**config.mk**
```make
export PLATFORM = sky130hd
export DESIGN_NAME = sdram_arbiter_flat
export DESIGN_NICKNAME = d
export VERILOG_FILES = /design/src/rtl/sdram_arbiter_pkg.sv /design/src/rtl/sdram_arbiter_if.sv /design/src/rtl/sdram_arbiter_prio.sv /design/src/rtl/sdram_arbiter.sv /design/src/flat_wrapper.sv
export SDC_FILE = /design/constraint.sdc
export NUM_CORES = 1
export LEC_CHECK = 0
export ABC_AREA = 1
export BUFFER_PORTS_ARGS = -buffer_cell sky130_fd_sc_hd__clkbuf_2
export CORE_ASPECT_RATIO = 0.9
export CORE_MARGIN = 2
export CORE_UTILIZATION = 53
export CTS_CLUSTER_SIZE = 12
export DETAILED_ROUTE_END_ITERATION = 12
export PLACE_DENSITY = 0.85
export SLEW_MARGIN = 0
export SYNTH_ARGS = -nofsm -noshare
export SYNTH_HDL_FRONTEND = slang
export SYNTH_SLANG_ARGS = --single-unit
export TNS_END_PERCENT = 10
```
**constraint.sdc**
```tcl
create_clock -name clk -period 4.6 [get_ports clk]
set_clock_uncertainty 0.15 [all_clocks]
set_input_delay 0.46 -clock clk [delete_from_list [all_inputs] [get_ports clk]]
set_output_delay 0.46 -clock clk [all_outputs]
set_load 0.005 [all_outputs]
```
**src/rtl/sdram_arbiter_pkg.sv**
```systemverilog
// Shared types for the sdram arbiter slice.
// Grant encoding, FSM states and default bus widths.
package sdram_arb_pkg;

  localparam int ARB_AW = 25;
  localparam int ARB_DW = 8;

  typedef enum logic [1:0] {
    GNT_NONE = 2'd0,
    GNT_DIO  = 2'd1,
    GNT_VID  = 2'd2,
    GNT_CPU  = 2'd3
  } grant_t;

  typedef enum logic {
    IDLE   = 1'b0,
    ACCESS = 1'b1
  } state_t;

endpackage

```
**src/rtl/sdram_arbiter_if.sv**
```systemverilog
// Requester + sdram port bundle for sdram_arbiter.
// slave: arbiter side; master: requesters/sdram side.
import sdram_arb_pkg::*;

interface sdram_arbiter_if #(
  parameter int AW = ARB_AW,
  parameter int DW = ARB_DW
);
  logic          slot_start;
  logic          dio_wr;
  logic [AW-1:0] dio_addr;
  logic [DW-1:0] dio_data;
  logic          dio_ovf;
  logic          vid_req;
  logic [AW-1:0] vid_addr;
  logic [DW-1:0] vid_rdata;
  logic          vid_ack;
  logic          cpu_req;
  logic          cpu_we;
  logic [AW-1:0] cpu_addr;
  logic [DW-1:0] cpu_wdata;
  logic [DW-1:0] cpu_rdata;
  logic          cpu_ack;
  logic [AW-1:0] sd_addr;
  logic [DW-1:0] sd_din;
  logic          sd_we;
  logic          sd_oe;
  logic [DW-1:0] sd_dout;
  logic [1:0]    grant;

  modport slave (
    input  slot_start, dio_wr, dio_addr, dio_data,
    input  vid_req, vid_addr,
    input  cpu_req, cpu_we, cpu_addr, cpu_wdata,
    input  sd_dout,
    output dio_ovf, vid_rdata, vid_ack,
    output cpu_rdata, cpu_ack,
    output sd_addr, sd_din, sd_we, sd_oe, grant
  );

  modport master (
    output slot_start, dio_wr, dio_addr, dio_data,
    output vid_req, vid_addr,
    output cpu_req, cpu_we, cpu_addr, cpu_wdata,
    output sd_dout,
    input  dio_ovf, vid_rdata, vid_ack,
    input  cpu_rdata, cpu_ack,
    input  sd_addr, sd_din, sd_we, sd_oe, grant
  );

endinterface

```
**src/rtl/sdram_arbiter_prio.sv**
```systemverilog
// Winner select for one sdram slot: dio > vid > cpu.
// In: dio_pend, vid_req, cpu_req, force_cpu. Out: win.
import sdram_arb_pkg::*;

module sdram_arb_prio (
  input  logic   dio_pend,
  input  logic   vid_req,
  input  logic   cpu_req,
  input  logic   force_cpu,
  output grant_t win
);

  logic cpu_first;

  // force_cpu lets a waiting cpu jump ahead of video
  assign cpu_first = force_cpu && cpu_req;

  always_comb begin
    win = GNT_NONE;
    unique case (1'b1)
      dio_pend:
        win = GNT_DIO;
      (!dio_pend && vid_req && !cpu_first):
        win = GNT_VID;
      (!dio_pend && cpu_req && (cpu_first || !vid_req)):
        win = GNT_CPU;
      default:
        win = GNT_NONE;
    endcase
  end

endmodule

```
**src/rtl/sdram_arbiter.sv**
```systemverilog
// sdram slot arbiter for dio download, video fetch and cpu.
// Ports: clk, reset (async, high), bus (sdram_arbiter_if.slave).
// Option: SDRAM_ARB_FAIR_EN bounds consecutive video grants.
import sdram_arb_pkg::*;

module sdram_arbiter #(
  parameter int AW          = ARB_AW,
  parameter int DW          = ARB_DW,
  parameter int SLOT_CYCLES = 8,
  parameter int RD_LAT      = 5
`ifdef SDRAM_ARB_FAIR_EN
  ,
  parameter int MAX_VID_RUN = 4
`endif
) (
  input  logic           clk,
  input  logic           reset,
  sdram_arbiter_if.slave bus
);

  localparam int CW = $clog2(SLOT_CYCLES);
  localparam logic [CW-1:0] CNT_RD  = CW'(RD_LAT);
  localparam logic [CW-1:0] CNT_END = CW'(SLOT_CYCLES - 2);

  state_t        state;
  logic [CW-1:0] cnt;
  grant_t        owner;
  grant_t        win;
  logic          pick;
  logic          force_cpu;

  logic [AW-1:0] sd_addr_q;
  logic [DW-1:0] sd_din_q;
  logic          sd_we_q;
  logic          sd_oe_q;
  logic [DW-1:0] vid_rdata_q;
  logic [DW-1:0] cpu_rdata_q;
  logic          vid_ack_q;
  logic          cpu_ack_q;

  logic          dio_pend;
  logic [AW-1:0] dio_addr_q;
  logic [DW-1:0] dio_data_q;
  logic          dio_ovf_q;
  logic          dio_take;

  sdram_arb_prio u_prio (
    .dio_pend  (dio_pend),
    .vid_req   (bus.vid_req),
    .cpu_req   (bus.cpu_req),
    .force_cpu (force_cpu),
    .win       (win)
  );

  assign pick = (state == IDLE) && bus.slot_start
             && (win != GNT_NONE);

  // holding register is released when its write completes
  assign dio_take = (state == ACCESS) && (owner == GNT_DIO)
                 && (cnt == CNT_RD);

  always_ff @(posedge clk or posedge reset) begin
    if (reset) begin
      dio_pend   <= 1'b0;
      dio_addr_q <= '0;
      dio_data_q <= '0;
      dio_ovf_q  <= 1'b0;
    end else begin
      if (dio_take) dio_pend <= 1'b0;
      if (bus.dio_wr) begin
        if (!dio_pend || dio_take) begin
          dio_pend   <= 1'b1;
          dio_addr_q <= bus.dio_addr;
          dio_data_q <= bus.dio_data;
        end else begin
          dio_ovf_q <= 1'b1;
        end
      end
    end
  end

`ifdef SDRAM_ARB_FAIR_EN
  localparam int RW = $clog2(MAX_VID_RUN + 1);

  logic [RW-1:0] vid_run;

  always_ff @(posedge clk or posedge reset) begin
    if (reset) begin
      vid_run <= '0;
    end else if (!bus.cpu_req) begin
      vid_run <= '0;
    end else if (pick) begin
      vid_run <= (win == GNT_VID) ? vid_run + 1'b1 : '0;
    end
  end

  assign force_cpu = (vid_run == RW'(MAX_VID_RUN));
`else
  assign force_cpu = 1'b0;
`endif

  always_ff @(posedge clk or posedge reset) begin
    if (reset) begin
      state       <= IDLE;
      cnt         <= '0;
      owner       <= GNT_NONE;
      sd_addr_q   <= '0;
      sd_din_q    <= '0;
      sd_we_q     <= 1'b0;
      sd_oe_q     <= 1'b0;
      vid_rdata_q <= '0;
      cpu_rdata_q <= '0;
      vid_ack_q   <= 1'b0;
      cpu_ack_q   <= 1'b0;
    end else begin
      vid_ack_q <= 1'b0;
      cpu_ack_q <= 1'b0;
      unique case (state)
        IDLE: begin
          if (pick) begin
            state <= ACCESS;
            cnt   <= '0;
            owner <= win;
            unique case (win)
              GNT_DIO: begin
                sd_addr_q <= dio_addr_q;
                sd_din_q  <= dio_data_q;
                sd_we_q   <= 1'b1;
                sd_oe_q   <= 1'b0;
              end
              GNT_VID: begin
                sd_addr_q <= bus.vid_addr;
                sd_we_q   <= 1'b0;
                sd_oe_q   <= 1'b1;
              end
              GNT_CPU: begin
                sd_addr_q <= bus.cpu_addr;
                sd_din_q  <= bus.cpu_wdata;
                sd_we_q   <= bus.cpu_we;
                sd_oe_q   <= !bus.cpu_we;
              end
              default: ;
            endcase
          end
        end
        ACCESS: begin
          cnt <= cnt + 1'b1;
          if (cnt == CNT_RD) begin
            unique case (owner)
              GNT_VID: begin
                vid_rdata_q <= bus.sd_dout;
                vid_ack_q   <= 1'b1;
              end
              GNT_CPU: begin
                if (!sd_we_q) cpu_rdata_q <= bus.sd_dout;
                cpu_ack_q <= 1'b1;
              end
              default: ;
            endcase
          end
          if (cnt == CNT_END) begin
            state   <= IDLE;
            cnt     <= '0;
            owner   <= GNT_NONE;
            sd_we_q <= 1'b0;
            sd_oe_q <= 1'b0;
          end
        end
        default: state <= IDLE;
      endcase
    end
  end

  assign bus.sd_addr   = sd_addr_q;
  assign bus.sd_din    = sd_din_q;
  assign bus.sd_we     = sd_we_q;
  assign bus.sd_oe     = sd_oe_q;
  assign bus.grant     = owner;
  assign bus.vid_rdata = vid_rdata_q;
  assign bus.vid_ack   = vid_ack_q;
  assign bus.cpu_rdata = cpu_rdata_q;
  assign bus.cpu_ack   = cpu_ack_q;
  assign bus.dio_ovf   = dio_ovf_q;

endmodule
```
**src/flat_wrapper.sv**
```systemverilog
// flat-port wrapper written by rule: the top's interface ports become plain ports
module sdram_arbiter_flat 
#(
  parameter int AW          = ARB_AW,
  parameter int DW          = ARB_DW,
  parameter int SLOT_CYCLES = 8,
  parameter int RD_LAT      = 5

)
  (clk, reset, bus_slot_start, bus_dio_wr, bus_dio_addr, bus_dio_data, bus_vid_req, bus_vid_addr, bus_cpu_req, bus_cpu_we, bus_cpu_addr, bus_cpu_wdata, bus_sd_dout, bus_dio_ovf, bus_vid_rdata, bus_vid_ack, bus_cpu_rdata, bus_cpu_ack, bus_sd_addr, bus_sd_din, bus_sd_we, bus_sd_oe, bus_grant);
  sdram_arbiter_if #(.AW(AW), .DW(DW)) bus_i ();
  input  logic clk;
  input  logic reset;
  input wire logic [$bits(bus_i.slot_start)-1:0] bus_slot_start;
  input wire logic [$bits(bus_i.dio_wr)-1:0] bus_dio_wr;
  input wire logic [$bits(bus_i.dio_addr)-1:0] bus_dio_addr;
  input wire logic [$bits(bus_i.dio_data)-1:0] bus_dio_data;
  input wire logic [$bits(bus_i.vid_req)-1:0] bus_vid_req;
  input wire logic [$bits(bus_i.vid_addr)-1:0] bus_vid_addr;
  input wire logic [$bits(bus_i.cpu_req)-1:0] bus_cpu_req;
  input wire logic [$bits(bus_i.cpu_we)-1:0] bus_cpu_we;
  input wire logic [$bits(bus_i.cpu_addr)-1:0] bus_cpu_addr;
  input wire logic [$bits(bus_i.cpu_wdata)-1:0] bus_cpu_wdata;
  input wire logic [$bits(bus_i.sd_dout)-1:0] bus_sd_dout;
  output wire logic [$bits(bus_i.dio_ovf)-1:0] bus_dio_ovf;
  output wire logic [$bits(bus_i.vid_rdata)-1:0] bus_vid_rdata;
  output wire logic [$bits(bus_i.vid_ack)-1:0] bus_vid_ack;
  output wire logic [$bits(bus_i.cpu_rdata)-1:0] bus_cpu_rdata;
  output wire logic [$bits(bus_i.cpu_ack)-1:0] bus_cpu_ack;
  output wire logic [$bits(bus_i.sd_addr)-1:0] bus_sd_addr;
  output wire logic [$bits(bus_i.sd_din)-1:0] bus_sd_din;
  output wire logic [$bits(bus_i.sd_we)-1:0] bus_sd_we;
  output wire logic [$bits(bus_i.sd_oe)-1:0] bus_sd_oe;
  output wire logic [$bits(bus_i.grant)-1:0] bus_grant;
  assign bus_i.slot_start = bus_slot_start;
  assign bus_i.dio_wr = bus_dio_wr;
  assign bus_i.dio_addr = bus_dio_addr;
  assign bus_i.dio_data = bus_dio_data;
  assign bus_i.vid_req = bus_vid_req;
  assign bus_i.vid_addr = bus_vid_addr;
  assign bus_i.cpu_req = bus_cpu_req;
  assign bus_i.cpu_we = bus_cpu_we;
  assign bus_i.cpu_addr = bus_cpu_addr;
  assign bus_i.cpu_wdata = bus_cpu_wdata;
  assign bus_i.sd_dout = bus_sd_dout;
  assign bus_dio_ovf = bus_i.dio_ovf;
  assign bus_vid_rdata = bus_i.vid_rdata;
  assign bus_vid_ack = bus_i.vid_ack;
  assign bus_cpu_rdata = bus_i.cpu_rdata;
  assign bus_cpu_ack = bus_i.cpu_ack;
  assign bus_sd_addr = bus_i.sd_addr;
  assign bus_sd_din = bus_i.sd_din;
  assign bus_sd_we = bus_i.sd_we;
  assign bus_sd_oe = bus_i.sd_oe;
  assign bus_grant = bus_i.grant;
  sdram_arbiter #(.AW(AW), .DW(DW), .SLOT_CYCLES(SLOT_CYCLES), .RD_LAT(RD_LAT)) u_core (.clk(clk), .reset(reset), .bus(bus_i));
endmodule
```
# [Word-level counts from Yosys, hierarchy flattened]
# Cells that the tools add are included.
[totals] reg_bits=94 latchBits=0 ram_bits=0 romBits=0 inputBits=106 word_cells=80 memories=0
[classes] addsub=1 multipliers=0 n_div=0 n_lt_le_gt_ge=0 eq_ne=11 shifts=0 n_mux=28 bitwise_logic=3 reduce_logical=22
[ops] op="25-bit case mux with 3 select lines" count=1
[ops] op="8-bit case mux with 2 select lines" count=1
[ops] op="1-bit two-way mux" count=14
[ops] op="3-bit AND reduction" count=4
[ops] op="2-bit equality test, second input constant" count=4
[ops] op="1-bit logical AND" count=7
[ops] op="3-bit equality test, second input constant" count=2
[ops] op="3-bit two-way mux" count=2
[ops] op="1-bit case mux with 2 select lines" count=3
[ops] op="1-bit case mux with 3 select lines" count=2
[ops] op="2-bit case mux with 3 select lines" count=1
[ops] op="3-bit case mux with 2 select lines" count=1
[ops] op="2-bit AND reduction" count=3
[ops] op="2-bit by 1-bit equality test with 1-bit output, second input constant" count=2
[ops] op="2-bit two-way mux" count=2
[ops] op="4-bit inequality test, second input constant" count=1
[ops] op="2-bit case mux with 2 select lines" count=1
[ops] op="4-bit AND reduction" count=1
[ops] op="2-bit nonzero test" count=2
[ops] op="3-bit by 1-bit adder with 3-bit output, second input constant" count=1
[ops] op="1-bit logical NOT" count=3
[ops] op="1-bit inverter" count=3
[ops] op="3-bit nonzero test" count=1
[ops] op="2-bit by 1-bit inequality test with 1-bit output, second input constant" count=1
[ops] op="2 further kinds" count=2

# [Depth between registers and ports, before layout]
# Gate-level depths: netlist of the first run.
[depth] depth_word=8 ltp_mapped=8

# [Cells and area by module]
# Synthesis of the first run repeated with hierarchy kept, for this count alone.
[unflattened] cells_unflattened=576 area_unflattened_um2=4785.8
[modules_own_cells] mod="sdram_arbiter" n_inst=1 cells_each=569 area_each_um2=4759.6
[modules_own_cells] mod="sdram_arb_prio" n_inst=1 cells_each=7 area_each_um2=26.3

# [Worst setup path after synthesis of the first run]
# OpenSTA, ideal clock, no wires.
[synth_timing] path_type="input to register" startpoint="in bus_vid_req" endpoint="reg u_core.sd_addr_q[10], in the netlist u_core.bus.sd_addr[10]" setup_ps=117 arrival_ps=1184 t_required_ps=4333 path_slack_ps=3150 stages=8 n_path_buf=2 cell_sequence="buf_4 -> nand2_2 -> inv_2 -> buf_2 -> nand2_1 -> nand3_1 -> nand2_1 -> nand2_1"
[synth_via] elab_chain_cells=6
[synth_lines] element="from (decl)" line_no="flat_wrapper.sv:18" text="input wire logic [$bits(bus_i.vid_req)-1:0] bus_vid_req;"
[synth_lines] element="1-bit logical NOT" line_no="sdram_arbiter_prio.sv:25" text="(!dio_pend && cpu_req && (cpu_first || !vid_req)):"
[synth_lines] element="1-bit logical AND" line_no="sdram_arbiter_prio.sv:25"
[synth_lines] element="2-bit case mux with 3 select lines (*)" line_no="sdram_arbiter_prio.sv:20" text="unique case (1'b1)"
[synth_lines] element="2-bit by 1-bit equality test with 1-bit output, or another cell as far along" line_no="sdram_arbiter.sv:124" text="unique case (win)"
[synth_lines] element="3-bit nonzero test (no source line) / 1-bit logical AND (equally long branches)"
[synth_lines] element="3-bit AND reduction (no source line)"
[synth_lines] element="to (signal assigned)" line_no="sdram_arbiter.sv:126" text="sd_addr_q <= dio_addr_q;"
[synth_lines] element="to (signal assigned)" line_no="sdram_arbiter.sv:132" text="sd_addr_q <= bus.vid_addr;"
[synth_lines] element="to (signal assigned)" line_no="sdram_arbiter.sv:137" text="sd_addr_q <= bus.cpu_addr;"
[synth_lines] element="to (decl)" line_no="sdram_arbiter.sv:32" text="logic [AW-1:0] sd_addr_q;"
# Every way passes the cells marked *; elsewhere a longest branch is shown, timed or not.
# A chain may end at the register's enable or synchronous reset.

# [Worst setup path after layout of the first run]
[layout_timing] startpoint="reg u_core.dio_pend" endpoint="reg u_core.sd_din_q[5], in the netlist u_core.bus.sd_din[5]"
[layout_via] elab_chain_cells=7
[layout_lines] element="from (decl)" line_no="sdram_arbiter.sv:41" text="logic dio_pend;"
[layout_lines] element="from (signal assigned)" line_no="sdram_arbiter.sv:64" text="dio_pend <= 1'b0;"
[layout_lines] element="from (signal assigned)" line_no="sdram_arbiter.sv:69" text="if (dio_take) dio_pend <= 1'b0;"
[layout_lines] element="from (signal assigned)" line_no="sdram_arbiter.sv:72" text="dio_pend <= 1'b1;"
[layout_lines] element="1-bit logical NOT" line_no="sdram_arbiter_prio.sv:23, sdram_arbiter_prio.sv:25"
[layout_lines] element="1-bit logical AND (2 in a row)" line_no="sdram_arbiter_prio.sv:25"
[layout_lines] element="2-bit case mux with 3 select lines (*)" line_no="sdram_arbiter_prio.sv:20"
[layout_lines] element="2-bit by 1-bit equality test with 1-bit output, or another cell as far along" line_no="sdram_arbiter.sv:124"
[layout_lines] element="2-bit nonzero test (no source line) / 1-bit logical AND (equally long branches)"
[layout_lines] element="3-bit AND reduction (no source line)"
[layout_lines] element="to (signal assigned)" line_no="sdram_arbiter.sv:127" text="sd_din_q <= dio_data_q;"
[layout_lines] element="to (signal assigned)" line_no="sdram_arbiter.sv:138" text="sd_din_q <= bus.cpu_wdata;"
[layout_lines] element="to (decl)" line_no="sdram_arbiter.sv:33" text="logic [DW-1:0] sd_din_q;"
# Marked as above.

==> reports/results.tsv, run 1 <==
metric	value	unit
total CTS buffers	9	
post-synthesis sequential area ratio	0.540	
first-pass GRT wire length	18900	um
Final Max Slew Viols	0	
status	finished, final reports clean	
Post-CTS Resized	0	
HPWL Detailed	7790	um
io pins	162	
DRC viols	0	
later-pin clock latency in the skew report	350	ps
Slew @ Worst Pin	1140	ps
standard-cell rows	31	
Crit Path Class	reg2reg	
largest net degree at the start of global routing	95	
top cells by area, synth	dfrtp_1 54%, nand2_1 24%, nand3_1 11%	
ANT nets after route	0	
Crit Path Max Fanout	35	
# H-tree levels	3	
multi-input logic area	1800	um2
Mapped Cells	558	
Peak VDD IR	246	uV
port bufs	161	
share of the synthesized area in the top cell type	0.540	
fin nets	807	
FF/Latch Area	2350	um2
Main synth FF type	dfrtp_1	
Clock Pin Slew Worst Setup and Hold Paths	100	ps
routed wire length	11300	um
Post-CTS Repair Setup Buffers	0	
Die ar.	8960	um2
pwr/cell area	552	nW/um2
biggest area consumer among synthesized cells	dfrtp_1	
Root Driver	clkbuf_8	
fin crit period	2510	ps
Routed WL per cell	14.0	um
vias in the first global route	4077	
Synth top cells by count	276 x nand2_1, 95 x nand3_1, 94 x dfrtp_1	
CTS tree	yes	
fill count	710	
DR vias	4228	
fin crit share	0.547	
Hold WC Path Type	in2reg	
Synth Register Bits	94	
synthesized cell area	4360	um2
vias per cell	5.25	
number of synthesized flops with an enable pin	0	
maximum clock insertion buffer count	2	
Pleak	3.05	nW
DRT Pass-1 Iters	4	
layout cells sized above 1	0.273	
antenna violations before repair	0	
first-iteration detailed-routing DRC count	181	
setup TNS	0	ps
Die Y	90	um
RePlAce Congestion	0.844	
power after layout	0.00297	W
die width	99.6	um
# hold bufs at CTS	0	
Netlist cell types	23	
CP Data Arrival Time	2650	ps
Max-Slew Margin vs Limit	0.242	
Antenna diodes	0	
unrepaired setup endpoints after global routing	no	
global route overflow	0	
Critical Path Source Type	flop	
Async SR Flop Fraction	1.00	
area of the core	8030	um2
final setup vio count	0	
Area Growth Syn to Fin	23.6	%
setup slack, reg-to-reg	2090	ps
CTS sink cnt	94	
maxcap violations	0	
syn nets	664	
Req. time, crit path	4740	ps
gr usage total	0.260	
most common cell in the netlist	nand2_1	
CP Capture Type	flop	
Final Hold Vio Count	0	
Peak Freq	398	MHz
synth warn	0	
Post-Syn Area per Cell	7.81	um2
initial core utilization	0.542	
[report_power, final]
group	leakage, nW	switching [W]	internal (W)
combinational	1.79	0.000582	0.000402
clock	0.123	0.000288	0.000353
sequential	1.14	0.000195	0.00115
[layer usage]
layer | vias to the layer above | track usage | wire (um) | share of wire
met3 | 18 | 0.0443 | 774 | 0.069
li1 | 2064 | - | - | -
met5 | - | 0 | 0 | 0
met2 | 178 | 0.416 | 5260 | 0.47
met1 | 1968 | 0.359 | 5050 | 0.45
met4 | 0 | 0.0947 | 191 | 0.017
[critical path, cell delays in order, from the launching register on]
cell and delay [ps]:
dfrtp_1 460, inv_2 110, nand2_2 350, nor2_4 780, nor2_1 110, nor2_2 320, nand2_1 100, nand2_1 70
[final cells by class]
cell class / instances / area share
multi-input combinational: 419 / 0.334
timing repair buffer: 161 / 0.150
inverter: 16 / 0.0116
clock buffer: 12 / 0.0307
clock inverter: 4 / 0.0144
tap: 99 / 0.0230
sequential: 94 / 0.437
[cell usage in the layout, fill, tap and decap left out, types with 2 or more instances in the layout]
| cell | netlist | final |
|---|---|---|
| a21oi_1 | 2 | 2 |
| bufinv_16 | 0 | 2 |
| clkbuf_2 | 0 | 161 |
| clkbuf_8 | 0 | 12 |
| clkinv_4 | 0 | 2 |
| dfrtp_1 | 94 | 94 |
| inv_1 | 12 | 11 |
| inv_2 | 4 | 4 |
| nand2_1 | 276 | 276 |
| nand2_2 | 5 | 5 |
| nand3_1 | 95 | 95 |
| nand4_1 | 8 | 8 |
| nor2_1 | 7 | 7 |
| o21ai_0 | 16 | 16 |
[metrics by stage]
stage	utilization	cell area, um2	worst slack [ps]	cells	hold slack (ps)
floorplan	-	4360	1540	558	286
global placement	0.640	5140	2180	789	299
global route	0.671	5380	1800	805	181
detailed placement	0.640	5140	2080	789	309
finish	0.671	5380	2090	805	178
CTS	0.671	5380	2040	805	164
[cell families (layout without fill, tap and decap cells)]
group,count (synthesis),after routing,share of synthesized area
buffers and inverters,45,193,0.0474
flip-flops,94,94,0.540
AND/OR/NAND/NOR,398,398,0.387
AO/OA/AOI/OAI,21,21,0.0256
[registers in the layout, indices dropped and copies added (netlist names), 2 cells and up]
register,count
u_core.bus.cpu_rdata,8
u_core.bus.grant,2
u_core.bus.sd_addr,25
u_core.bus.sd_din,8
u_core.bus.vid_rdata,8
u_core.cnt,3
u_core.dio_addr_q,25
u_core.dio_data_q,8
[final timing paths]
kind	startpoint	to	cells past startpoint
worst max-delay path	u_core.dio_pend$_DFF_PP0_	u_core.bus.sd_din[5]$_DFFE_PP0P_	7
worst min-delay path	bus_dio_addr[13]	u_core.dio_addr_q[13]$_DFFE_PP0P_	3
worst max register to register	u_core.dio_pend$_DFF_PP0_	u_core.bus.sd_din[5]$_DFFE_PP0P_	7
worst min register to register	u_core.dio_addr_q[1]$_DFFE_PP0P_	u_core.dio_addr_q[1]$_DFFE_PP0P_	2
min in group asynchronous	reset	u_core.bus.cpu_rdata[5]$_DFFE_PP0P_	2
max in group asynchronous	reset	u_core.cnt[0]$_DFFE_PP0P_	2
Note: power is estimated with default switching activity, not from simulation.
==> run 2: changes to the inputs <==
--- a/config.mk
+++ b/config.mk
@@ -9,10 +9,10 @@
 export BUFFER_PORTS_ARGS = -buffer_cell sky130_fd_sc_hd__clkbuf_2
 export CORE_ASPECT_RATIO = 0.9
 export CORE_MARGIN = 2
-export CORE_UTILIZATION = 53
+export CORE_UTILIZATION = 45
 export CTS_CLUSTER_SIZE = 12
 export DETAILED_ROUTE_END_ITERATION = 12
-export PLACE_DENSITY = 0.85
+export PLACE_DENSITY = 0.77
 export SLEW_MARGIN = 0
 export SYNTH_ARGS = -nofsm -noshare
 export SYNTH_HDL_FRONTEND = slang
==> constraint.sdc (replaced) <==
create_clock -name clk -period 2.3 [get_ports clk]
set_clock_uncertainty 0.15 [all_clocks]
set_input_delay 0.23 -clock clk [delete_from_list [all_inputs] [get_ports clk]]
set_output_delay 0.23 -clock clk [all_outputs]
set_load 0.005 [all_outputs]
==> run 2 against run 1 <==
- critical path depth is 2 lower
- worst setup slack worse by 1700 ps
- combinational power is 110% higher
- sequential share of layout area is 3.9 points lower
- die area is 17% higher
- non-clock buffer count is 52 higher
- clock power is 95% higher
- highest routed layer unchanged
==> reports/results.tsv, run 2 (synthesis gave the netlist of run 1 again) <==
metric	value	unit	change
Clock Pin Slew Worst Setup and Hold Paths	100	ps	about the same
Antenna diodes	0		unchanged
ANT nets after route	0		unchanged
Routed WL per cell	14.0	um	-0.12%
CP Data Arrival Time	2010	ps	-640 ps
Final Max Slew Viols	0		unchanged
Pleak	3.26	nW	+6.9%
Crit Path Class	reg2reg		
routed wire length	12400	um	+9.7%
vias per cell	5.06		-3.7%
met1 Resource Use GR	0.314		-0.0455
Area Growth Syn to Fin	35.8	%	
CTS sink cnt	94		unchanged
gr usage total	0.244		-0.0165
global route overflow	0		unchanged
initial core utilization	0.457		-0.0854
first-iteration detailed-routing DRC count	326		+80%
commonest cells after routing, fill and taps aside	276 x nand2_1, 161 x clkbuf_2, 95 x nand3_1, 94 x dfrtp_1, 42 x dlygate4sd3_1		
Req. time, crit path	2400	ps	-2340 ps
setup TNS	0	ps	unchanged
HPWL Detailed	8460	um	+8.6%
pwr/cell area	1020	nW/um2	+85%
maxcap violations	0		unchanged
DR vias	4471		+5.7%
total CTS buffers	9		unchanged
standard-cell rows	34		+9.7%
power after layout	0.00604	W	+100%
Slew @ Worst Pin	623	ps	-513 ps
Critical Path Source Type	flop		
DRT Pass-1 Iters	5		+1
Crit Path Max Fanout	13		-63%
Peak VDD IR	477	uV	+94%
fin crit period	1920	ps	-598 ps
met3 Use GR	0.0476		+0.00330
maximum clock insertion buffer count	2		unchanged
Die Y	97.3	um	+8.1%
RePlAce Congestion	0.801		-5.1%
unrepaired setup endpoints after global routing	no		
first-pass GRT wire length	20300	um	+7.5%
Hold WC Path Type	in2reg		
largest net degree at the start of global routing	95		unchanged
area of the core	9530	um2	+19%
Post-CTS Repair Setup Buffers	0		unchanged
vias in the first global route	4360		+6.9%
Place WS	460	ps	-1620 ps
DRC viols	0		unchanged
most common cell after layout, fill and taps aside	nand2_1		
port bufs	161		unchanged
# H-tree levels	3		unchanged
Peak Freq	522	MHz	+31%
CP Capture Type	flop		
fin crit share	0.833		+0.287
layout cells sized above 1	0.268		-0.00556
final setup vio count	0		unchanged
met2 GRT Util	0.409		-0.00674
antenna violations before repair	0		unchanged
worst setup margin	384	ps	-1700 ps
Final Hold Vio Count	0		unchanged
final core occ	0.621		-0.0499
die width	108	um	+8.2%
Max-Slew Margin vs Limit	0.583		+0.341
Die ar.	10500	um2	+17%
status	finished, final reports clean		
fin nets	859		+6.4%
Root Driver	clkbuf_8		
later-pin clock latency in the skew report	360	ps	about the same
io pins	162		unchanged
CTS tree	yes		
hold_ws	4.69	ps	-174 ps
grt peak-use layer	met2		
## run 2: cell types whose count changed in the layout (fill, tap and decap cells not counted), moves of 2 or more
cell | before | now
inv_6 | 0 | 2
clkinv_4 | 2 | 0
clkinvlp_4 | 0 | 3
clkbuf_8 | 12 | 10
dlygate4sd3_1 | 0 | 42
buf_4 | 0 | 9
## run 2: area by class of cell
class,count,area (um2)
inverters,16,63.8
fillers,864,3610
well taps,126,158
flip-flops and latches,94,2350
repair buffers,213,1310
multi-input cells,419,1800
clock buffers,10,138
clock inverters,6,92.6
## run 2: path summary, 6_finish.rpt
| check | from | to | slack, ps | cells past startpoint |
|---|---|---|---|---|
| max | u_core.bus.grant[1]$_DFFE_PP0P_ | u_core.bus.cpu_rdata[4]$_DFFE_PP0P_ | 380 | 5 |
| min | bus_cpu_wdata[5] | u_core.bus.sd_din[5]$_DFFE_PP0P_ | 5 | 5 |
| max reg2reg | u_core.bus.grant[1]$_DFFE_PP0P_ | u_core.bus.cpu_rdata[4]$_DFFE_PP0P_ | 380 | 5 |
| min reg2reg | u_core.dio_data_q[2]$_DFFE_PP0P_ | u_core.dio_data_q[2]$_DFFE_PP0P_ | 330 | 2 |
| max in group asynchronous | reset | u_core.dio_addr_q[0]$_DFFE_PP0P_ | 1220 | 4 |
| min in group asynchronous | reset | u_core.bus.cpu_rdata[1]$_DFFE_PP0P_ | 380 | 4 |
## run 2: repair_timing
action                    in CTS  in global routing
hold buffers                  42                  0
resized for setup              0                  0
hold endpoints to repair     142                  0
## run 2: per-stage QoR
stage / instances / instance area [um2]
CTS: 884 / 5910
detailed placement: 826 / 5260
floorplan: 558 / 4360
finish: 884 / 5910
global placement: 826 / 5260
global route: 884 / 5910
## run 2: where the power goes
| group | switching (W) | internal, W | leakage [nW] |
|---|---|---|---|
| Combinational | 0.00119 | 0.000890 | 2.01 |
| Clock | 0.000600 | 0.000650 | 0.110 |
| Sequential | 0.000410 | 0.00230 | 1.14 |
| Total | 0.00220 | 0.00384 | 3.26 |
## run 2: metal layers
layer  vias up  routed length [um]
met5         -                   0
met4         0                 250
met3        27                 876
met2       193                5970
met1      2079                5270
li1       2172                   -
## run 2: critical path: stages (launching register included)
cell and delay (ps):
dfrtp_1 590, inv_1 140, nor3_2 460, nand2_1 290, nand2_1 120, nand2_1 60
==> run 3: changes to the inputs <==
--- a/config.mk
+++ b/config.mk
@@ -5,14 +5,14 @@
 export SDC_FILE = /design/constraint.sdc
 export NUM_CORES = 1
 export LEC_CHECK = 0
-export ABC_AREA = 1
+export ABC_AREA = 0
 export BUFFER_PORTS_ARGS = -buffer_cell sky130_fd_sc_hd__clkbuf_2
 export CORE_ASPECT_RATIO = 0.9
 export CORE_MARGIN = 2
-export CORE_UTILIZATION = 45
+export CORE_UTILIZATION = 52
 export CTS_CLUSTER_SIZE = 12
 export DETAILED_ROUTE_END_ITERATION = 12
-export PLACE_DENSITY = 0.77
+export PLACE_DENSITY = 0.8
 export SLEW_MARGIN = 0
 export SYNTH_ARGS = -nofsm -noshare
 export SYNTH_HDL_FRONTEND = slang
==> constraint.sdc (replaced) <==
create_clock -name clk -period 1.8 [get_ports clk]
set_clock_uncertainty 0.15 [all_clocks]
set_input_delay 0.18 -clock clk [delete_from_list [all_inputs] [get_ports clk]]
set_output_delay 0.18 -clock clk [all_outputs]
set_load 0.005 [all_outputs]
==> run 3 against run 2 <==
- the run now ends with hold timing left
- synthesized cell count rose by 2.7%
- global-route usage is 5.3 points higher
- clock power is 61% higher
- critical path type unchanged
- critical endpoint is now u_core.bus.sd_addr[12]$_DFFE_PP0P_
- largest cell class is now multi-input gates
- largest power group is now combinational logic
- highest routed layer unchanged
==> reports/results.tsv, run 3 <==
metric	value	unit	change
status	finished, violations left		
failing checks	hold timing		
total CTS buffers	9		unchanged
Peak Freq	570	MHz	+9.2%
biggest area consumer among synthesized cells	dfrtp_1		
Final Hold Vio Count	1		+1
first-pass GRT wire length	27100	um	+34%
top cells by area, synth	dfrtp_1 43%, mux2_2 6.6%, nand2_1 4.8%		
die width	112	um	+4.2%
Pleak	3.34	nW	+2.3%
Slew @ Worst Pin	453	ps	-170 ps
port bufs	161		unchanged
largest net degree at the start of global routing	68		-28%
Antenna diodes	0		unchanged
critical path's slowest cell	dfrtp_2		
later-pin clock latency in the skew report	350	ps	about the same
routed wire length	17000	um	+38%
HPWL Detailed	10900	um	+29%
Routed WL per cell	19.1	um	+36%
RePlAce Congestion	0.871		+8.7%
Max-Slew Margin vs Limit	0.698		+0.115
final non-filler cell total	893		+1.0%
final setup vio count	0		unchanged
fin crit period	1760	ps	-161 ps
fin nets	866		+0.81%
CTS sink cnt	94		unchanged
Critical Path Max Stage Delay	450	ps	-140 ps
DRC viols	0		unchanged
global route overflow	0		unchanged
grt peak-use layer	met2		
FF-to-FF End	u_core.bus.sd_addr[12]$_DFFE_PP0P_		
Root Driver	clkbuf_16		
Post-Syn Area per Cell	9.58	um2	+23%
Placed Cells	838		+1.5%
vias per cell	6.18		+22%
Area Growth Syn to Fin	32.5	%	
ANT nets after route	0		unchanged
Final Cell Area	7270	um2	+23%
Crit Path Class	reg2reg		
Main synth FF type	dfrtp_1		
area of the core	10200	um2	+7.5%
vias in the first global route	5433		+25%
met2 GRT Util	0.497		+0.0884
io pins	162		unchanged
CP Capture Type	flop		
number of synthesized flops with an enable pin	0		unchanged
Req. time, crit path	1890	ps	-510 ps
synthesized cell area	5490	um2	+26%
Die Y	101	um	+4.2%
Final Max Slew Viols	0		unchanged
CP bufs+invs	3		+2
Clock Pin Slew Worst Setup and Hold Paths	70	ps	-30 ps
HP Start	bus_dio_data[3]		
worst path cell trace	buf_4 -> nor2b_4 -> buf_4 -> nand2_2 -> buf_12 -> o31ai_1		
CP delay by family, top	buffers and inverters		
CTS tree	yes		
Hold Path Sink	u_core.dio_data_q[3]$_DFFE_PP0P_		
synth warn	0		unchanged
# H-tree levels	3		unchanged
Hold WC Path Type	in2reg		
hold_ws	-0.696	ps	-5.38 ps
placed inst area	6510	um2	+24%
worst hold path depth	3		-2
antenna violations before repair	0		unchanged
maximum clock insertion buffer count	2		unchanged
reg2reg start	u_core.state$_DFF_PP0_		
maxcap violations	0		unchanged
Netlist cell types	45		+96%
Peak VDD IR	599	uV	+25%
Synth Register Bits	94		unchanged
Die ar.	11400	um2	+8.7%
setup slack, reg-to-reg	40	ps	-340 ps
fin crit share	0.975		+0.142
DRT Pass-1 Iters	6		+1
most common cell in the netlist	dfrtp_1		
syn nets	679		+2.3%
Critical Path Source Type	flop		
pwr/cell area	1100	nW/um2	+8.1%
share of the synthesized area in the top cell type	0.429		-0.111
standard-cell rows	35		+2.9%
Crit Path Max Fanout	22		+9
met1 Resource Use GR	0.386		+0.0723
post-synthesis sequential area ratio	0.429		-0.111
DR vias	5517		+23%
Mapped Cells	573		+2.7%
CP Data Arrival Time	1840	ps	-170 ps
power after layout	0.00803	W	+33%
Async SR Flop Fraction	1.00		unchanged
most common cell after layout, fill and taps aside	clkbuf_2		
gr usage total	0.297		+0.0530
met3 Use GR	0.0676		+0.0200
final core occ	0.710		+0.0890
commonest cells after routing, fill and taps aside	161 x clkbuf_2, 92 x dfrtp_1, 70 x nand2_1, 38 x dlygate4sd3_1, 33 x and2_1		
cell mode on critical path	buf_4		
Synth top cells by count	94 x dfrtp_1, 70 x nand2_1, 33 x and2_1		
initial core utilization	0.535		+0.0783
first-iteration detailed-routing DRC count	569		+75%
layout cells sized above 1	0.351		+0.0830
FF-to-FF path depth	6		+1
-- run 3: through the flow --
| stage | hold WS [ps] | worst slack [ps] | setup TNS (ps) |
|---|---|---|---|
| final | -0.696 | 44.3 | 0 |
| after global routing | 12.0 | -1.43 | -2.02 |
| after CTS | 0.597 | 27.0 | 0 |
| after detailed placement | 152 | 15.0 | 0 |
| after global placement | 132 | 86.2 | 0 |
| after floorplan | 182 | 70.6 | 0 |
-- run 3: layout make-up --
class                   instances  area, um2
flip-flops and latches         94       2350
inverters                       3       15.0
multi-input cells             422       2870
repair buffers                230       1560
clock inverters                 4       55.1
well taps                     129        161
fillers                       758       2980
clock buffers                  11        253
-- run 3: repair_timing --
action | in CTS | in global routing
hold buffers | 38 | 0
buffers inserted | 0 | 1
gates resized for setup | 1 | 9
cloned | 1 | 0
endpoints found under the hold margin | 139 | 0
setup endpoints to repair | 2 | 23
pin swaps | 0 | 3
-- run 3: metal layers --
metal	vias up	routed length (um)
li1	2481	-
met1	2716	6820
met2	266	8450
met3	54	1290
met4	0	468
met5	-	0
-- run 3: logic make-up after synthesis --
| logic type | Yosys count | synth area share |
|---|---|---|
| flops | 94 | 0.429 |
| buf+inv | 57 | 0.0527 |
| mux | 33 | 0.0677 |
| simple gates | 249 | 0.266 |
| compound gates | 140 | 0.184 |
-- run 3: how the worst max path moves through the flow --
stage | startpoint | endpoint | slack [ps] | cells past startpoint
global route | u_core.dio_pend$_DFF_PP0_ | u_core.dio_data_q[6]$_DFFE_PP0P_ | -1 | 5
global placement | u_core.state$_DFF_PP0_ | u_core.bus.sd_addr[11]$_DFFE_PP0P_ | 90 | 5
detailed placement | u_core.state$_DFF_PP0_ | u_core.bus.sd_addr[14]$_DFFE_PP0P_ | 10 | 5
floorplan | u_core.dio_pend$_DFF_PP0_ | u_core.bus.sd_din[0]$_DFFE_PP0P_ | 70 | 4
CTS | u_core.dio_pend$_DFF_PP0_ | u_core.bus.sd_din[5]$_DFFE_PP0P_ | 30 | 4
finish | u_core.state$_DFF_PP0_ | u_core.bus.sd_addr[12]$_DFFE_PP0P_ | 40 | 6
-- run 3: worst min-delay path, stage by stage --
cell	delay, ps
clkbuf_2	90
nand2_1	50
o311ai_0	110
-- run 3: power by group --
group | internal (W) | leakage [nW] | switching, W
sequential | 0.00262 | 1.01 | 0.000384
combinational | 0.00142 | 2.18 | 0.00159
clock | 0.00115 | 0.148 | 0.000858
